## src/rtl/inst_cache_if.sv

```systemverilog
// Fetch-side and physical-memory-side signals of the instruction cache.
// The cache takes the slave view; the fetch stage/memory model takes the master view.
interface inst_cache_if;
    logic         inst_read;
    logic [31:0]  inst_addr;
    logic         inst_resp;
    logic [31:0]  inst_rdata;
    logic         pmem_read;
    logic [31:0]  pmem_address;
    logic [255:0] pmem_rdata;
    logic         pmem_resp;

    modport slave (
        input  inst_read, inst_addr, pmem_rdata, pmem_resp,
        output inst_resp, inst_rdata, pmem_read, pmem_address
    );

    modport master (
        output inst_read, inst_addr, pmem_rdata, pmem_resp,
        input  inst_resp, inst_rdata, pmem_read, pmem_address
    );
endinterface

```

## src/rtl/inst_cache.sv

```systemverilog
// Direct-mapped read-only instruction cache with single-request 256-bit line fills.
// Define ICACHE_STATS_EN to add the hit_count/miss_count statistics outputs.
module inst_cache #(
    parameter int S_INDEX  = 4,
    parameter int S_OFFSET = 5
) (
    input  logic         clk,
    input  logic         rst,
    inst_cache_if.slave  bus
`ifdef ICACHE_STATS_EN
    ,
    output logic [31:0]  hit_count,
    output logic [31:0]  miss_count
`endif
);
    localparam int S_TAG    = 32 - S_INDEX - S_OFFSET;
    localparam int NUM_SETS = 1 << S_INDEX;

    typedef enum logic [1:0] {IDLE, CHECK, FILL, RESP} state_t;

    state_t               state, state_next;
    logic [31:2]          req_addr;
    logic [NUM_SETS-1:0]  valid;
    logic [S_TAG-1:0]     tag_arr  [NUM_SETS];
    logic [255:0]         data_arr [NUM_SETS];
    logic [255:0]         fill_line;

    logic [S_TAG-1:0]     req_tag;
    logic [S_INDEX-1:0]   req_idx;
    logic [2:0]           req_word;
    logic                 hit;
    logic                 fill_done;
    logic                 unused_addr_bits;

    logic                 inst_resp;
    logic [31:0]          inst_rdata;
    logic                 pmem_read;
    logic [31:0]          pmem_address;

    assign req_tag          = req_addr[31 -: S_TAG];
    assign req_idx          = req_addr[S_OFFSET +: S_INDEX];
    assign req_word         = req_addr[4:2];
    assign hit              = valid[req_idx] && (tag_arr[req_idx] == req_tag);
    assign fill_done        = (state == FILL) && bus.pmem_resp;
    assign unused_addr_bits = ^bus.inst_addr[1:0];

    // Only the valid bits need a reset; tag/data contents are meaningless while invalid.
    always_ff @(posedge clk or negedge rst) begin
        if (!rst) begin
            state    <= IDLE;
            req_addr <= '0;
            valid    <= '0;
        end else begin
            state <= state_next;
            if (state == IDLE && bus.inst_read)
                req_addr <= bus.inst_addr[31:2];
            if (fill_done)
                valid[req_idx] <= 1'b1;
        end
    end

    always_ff @(posedge clk) begin
        if (fill_done) begin
            data_arr[req_idx] <= bus.pmem_rdata;
            tag_arr[req_idx]  <= req_tag;
            fill_line         <= bus.pmem_rdata;
        end
    end

    always_comb begin
        state_next   = state;
        inst_resp    = 1'b0;
        inst_rdata   = '0;
        pmem_read    = 1'b0;
        pmem_address = '0;
        case (state)
            IDLE: begin
                if (bus.inst_read)
                    state_next = CHECK;
            end
            CHECK: begin
                if (hit) begin
                    inst_resp  = 1'b1;
                    inst_rdata = data_arr[req_idx][{req_word, 5'b00000} +: 32];
                    state_next = IDLE;
                end else begin
                    state_next = FILL;
                end
            end
            FILL: begin
                pmem_read    = 1'b1;
                pmem_address = {req_tag, req_idx, {S_OFFSET{1'b0}}};
                if (bus.pmem_resp)
                    state_next = RESP;
            end
            RESP: begin
                // A fetch abandoned during the fill still gets its line installed, but no answer.
                if (bus.inst_read) begin
                    inst_resp  = 1'b1;
                    inst_rdata = fill_line[{req_word, 5'b00000} +: 32];
                end
                state_next = IDLE;
            end
            default: state_next = IDLE;
        endcase
    end

    assign bus.inst_resp    = inst_resp;
    assign bus.inst_rdata   = inst_rdata;
    assign bus.pmem_read    = pmem_read;
    assign bus.pmem_address = pmem_address;

`ifdef ICACHE_STATS_EN
    always_ff @(posedge clk or negedge rst) begin
        if (!rst) begin
            hit_count  <= '0;
            miss_count <= '0;
        end else if (state == CHECK) begin
            if (hit)
                hit_count <= hit_count + 32'd1;
            else
                miss_count <= miss_count + 32'd1;
        end
    end
`endif
endmodule

```

## src/flat_wrapper.sv

```systemverilog
// flat-port wrapper written by rule: the top's interface ports become plain ports
module inst_cache_flat 
#(
    parameter int S_INDEX  = 4,
    parameter int S_OFFSET = 5
)
  (clk, rst, bus_inst_read, bus_inst_addr, bus_pmem_rdata, bus_pmem_resp, bus_inst_resp, bus_inst_rdata, bus_pmem_read, bus_pmem_address);
  inst_cache_if bus_i ();
  input  logic clk;
  input  logic rst;
  input wire logic [$bits(bus_i.inst_read)-1:0] bus_inst_read;
  input wire logic [$bits(bus_i.inst_addr)-1:0] bus_inst_addr;
  input wire logic [$bits(bus_i.pmem_rdata)-1:0] bus_pmem_rdata;
  input wire logic [$bits(bus_i.pmem_resp)-1:0] bus_pmem_resp;
  output wire logic [$bits(bus_i.inst_resp)-1:0] bus_inst_resp;
  output wire logic [$bits(bus_i.inst_rdata)-1:0] bus_inst_rdata;
  output wire logic [$bits(bus_i.pmem_read)-1:0] bus_pmem_read;
  output wire logic [$bits(bus_i.pmem_address)-1:0] bus_pmem_address;
  assign bus_i.inst_read = bus_inst_read;
  assign bus_i.inst_addr = bus_inst_addr;
  assign bus_i.pmem_rdata = bus_pmem_rdata;
  assign bus_i.pmem_resp = bus_pmem_resp;
  assign bus_inst_resp = bus_i.inst_resp;
  assign bus_inst_rdata = bus_i.inst_rdata;
  assign bus_pmem_read = bus_i.pmem_read;
  assign bus_pmem_address = bus_i.pmem_address;
  inst_cache #(.S_INDEX(S_INDEX), .S_OFFSET(S_OFFSET)) u_core (.clk(clk), .rst(rst), .bus(bus_i));
endmodule
```

## config.mk

```make
export PLATFORM = sky130hd
export DESIGN_NAME = inst_cache_flat
export DESIGN_NICKNAME = d
export VERILOG_FILES = /design/src/rtl/inst_cache_if.sv /design/src/rtl/inst_cache.sv /design/src/flat_wrapper.sv
export SDC_FILE = /design/constraint.sdc
export NUM_CORES = 2
export LEC_CHECK = 0
export ABC_CLOCK_PERIOD_IN_PS = 27300
export CAP_MARGIN = 20
export CORE_MARGIN = 5
export CORE_UTILIZATION = 25
export DETAILED_ROUTE_END_ITERATION = 16
export SYNTH_ARGS = -nofsm -noshare
export SYNTH_HDL_FRONTEND = slang
export SYNTH_MEMORY_MAX_BITS = 65536
export SYNTH_SLANG_ARGS = --single-unit
```

## constraint.sdc

```tcl
create_clock -name clk -period 27.3 [get_ports clk]
set_input_delay 4.095 -clock clk [delete_from_list [all_inputs] [get_ports clk]]
set_output_delay 4.095 -clock clk [all_outputs]
set_load 0.02 [all_outputs]
```

==> run metrics <==
outcome finished, final reports clean; Synth Register Bits 4768; fmax 0.06878 GHz; 1st-pass router iterations 6; vias in the first global route 90060; Fin Clk Skew 0.1343 ns; clk buf depth 4; Worst-Skew Late Latency 1.10 ns; height of the die 862.7 µm; Vias 91390; CTS Sinks 4768; final instance area 211600 µm²; worst slew pin tran 1.232 ns; internal power 0.01398 W; top-count cell post-synth edfxtp_1; period utilisation layout 53.26%; final net count 9345; max-slew violations 0; TNS Setup 0 ns; die area 744300 µm²; Slew Limit Headroom 17.84%; PostCTS Resize Cnt 0; Sw Ratio 30.97%; RD Place Congestion 0.7663; worst hold path type reg2reg; Setup crit start kind flop; final hold violations 0; Initial DRC Count 10620; Max-Cap Viols 0; DP HPWL 312100 µm; CP max FO 86; count of cell types in the netlist 63; worst setup path class reg2out; Critical Path End Type output pin; Avg Inst Size Synth 21.38 µm²; Mapped Cells 8503; Leak 65.37 nW; Port Buf Inserts 350; row count 313; DR DRC count 0; root buf cell clkbuf_16; drt via density 4.786; YS warnings 0; Post-Route WL 536000 µm; Overflow after GRT 0; RSZ-0062 raised after global routing false; P&R area growth vs syn 16.41%; Die Wd 862.7 µm; I/O Pins 358; EDFF count, synth 4720; core area 725700 µm²; power share of the clock group 30.3%; Logic pwr share 26.4%; H-tree depth 5; power per cell area 95.71 nW/µm²; Async SR Flop Fraction 1.007%; initial antenna violation count 255; Setup-failing EPs final 0; Seq/Total Area, Yosys 78.63%; share of layout cells above drive strength 1 17.78%; total CTS buffers 466; cell taking the most area after synthesis edfxtp_1; wire length per cell 28.07 µm; Switch Pwr 0.006273 W; Initial Utilization 25.05%; Tmin final 14.54 ns; most common library cells after synthesis edfxtp_1 (4720), mux2i_1 (891), mux4_2 (735); CP required 23.20 ns; sequential power share 43.3%; pin count of the biggest net entering global routing 140; Cell Area, Synth 181800 µm²; area post-placement 197100 µm²; clock slew at reported path FFs 0.06 ns; hold buffer count at CTS 0; Primary FF master, synth edfxtp_1; Worst IR Drop VDD 0.09162 mV; # fillers 70310; CTS tree yes; Synth area leaders edfxtp_1 (78%), mux4_2 (9.1%), mux2i_1 (4.9%); first-pass GRT wire length 738700 µm; post-synth top area share 77.97%; CP arrival 10.44 ns; Routed Antenna Nets 0; Setup Fix Bufs, Post-CTS 0; Global Route Usage Sum 13.78%
-- sequential cells by signal, indices dropped and copies added, names as in the netlist, named ones only --
| name | count |
|---|---|
| u_core.fill_line | 256 |
| u_core.tag_arr | 368 |
| u_core.data_arr | 4096 |
| u_core.valid | 16 |
| u_core.req_addr | 30 |
| u_core.state | 1 |
-- through the flow --
step           util (%)  worst slack (ns)  hold WS (ns)  power, W  instances
2_1_floorplan         -             4.335        0.4337   0.01251       8507
3_3_place_gp      27.16             13.55        0.4462   0.01432      18190
3_5_place_dp      27.16             13.60        0.4499   0.01435      18190
4_1_cts           29.15             12.49        0.4654   0.02045      19060
5_1_grt           29.15             12.07        0.4766   0.02102      19070
6_report          29.16             12.76        0.4629   0.02025      19100
-- cell families (layout without fill, tap and decap cells) --
kind of cell | count (synthesis) | in the layout | synth area share, %
compound gates | 1132 | 1132 | 4.350
buf+inv | 509 | 1452 | 1.410
simple gates | 414 | 414 | 1.278
xor+xnor | 12 | 12 | 0.05782
mux | 1667 | 1667 | 14.27
flops | 4768 | 4768 | 78.63
other cells | 1 | 43 | 0.002063
-- critical path, stage by stage, from the launching register on --
cell	delay [ns]
dfrtp_4	0.87
buf_12	0.54
buf_4	0.76
buf_4	0.80
buf_4	0.70
buf_4	0.75
buf_4	0.83
buf_4	0.85
mux2i_1	0.28
o22ai_1	0.10
nor4_1	0.82
a31oi_1	0.34
or3_1	0.42
o2bb2ai_1	0.27
clkdlybuf4s50_1	0.63
-- routing by layer --
metal	global-route usage (%)	part of all wire (%)	wire [µm]
met1	17.22	38	204400
met2	23.78	50	268200
met3	3.068	8.3	44710
met4	4.269	3.3	17900
met5	0	0.14	741
-- power groups by stage --
stage	sequential, W	combinational [W]	clock, W
6_report	0.00877	0.00535	0.00613
5_1_grt	0.00879	0.00568	0.00655
4_1_cts	0.00878	0.00544	0.00624
3_5_place_dp	0.00893	0.00542	0
3_3_place_gp	0.00891	0.00540	0
2_1_floorplan	0.00892	0.00359	0
-- layout make-up --
type | count | area [µm²] | share of cell area (%)
clock inverter | 275 | 2185 | 1.032
clock buffer | 590 | 12230 | 5.779
tap | 9607 | 12020 | 5.680
multi-input combinational | 3230 | 36620 | 17.31
inverter | 15 | 63.81 | 0.03016
timing repair buffer | 572 | 5431 | 2.567
sequential | 4768 | 143000 | 67.56
antenna | 38 | 95.09 | 0.04494
-- placed cells by master, fill, tap and decap left out, drive strengths merged, types with 7 or more instances in the layout --
cell,instances
edfxtp,4720
mux2i,891
mux4,735
clkbuf,590
clkdlybuf4s50,349
a22oi,278
o22ai,272
clkinv,236
buf,223
a221oi,143
o21ai,121
a21oi,83
nor4,66
a31oi,62
nand2,57
nor2b,56
or3,55
dfrtp,48
a211oi,47
a2111oi,45
nor2,43
mux2,41
diode,38
o2bb2ai,35
nand4,31
and2,30
inv,29
nand3,24
bufinv,20
or2,20
a22o,17
nor3,16
xnor2,11
nand2b,7
-- final timing paths --
| kind | slack, ns | cells past startpoint | from | endpoint |
|---|---|---|---|---|
| worst min register to register | 0.46 | 1 | u_core.valid[6] | u_core.valid[6] |
| worst min-delay path | 0.46 | 1 | u_core.valid[6] | u_core.valid[6] |
| worst max register to register | 20.16 | 8 | u_core.req_addr[5] | u_core.data_arr[1][61] |
| worst max-delay path | 12.76 | 14 | u_core.req_addr[5] | bus_inst_rdata[8] |
| max in group asynchronous | 23.45 | 2 | rst | u_core.req_addr[4] |
| min in group asynchronous | 3.25 | 2 | rst | u_core.req_addr[19] |
(Power assumes the default switching activity.)
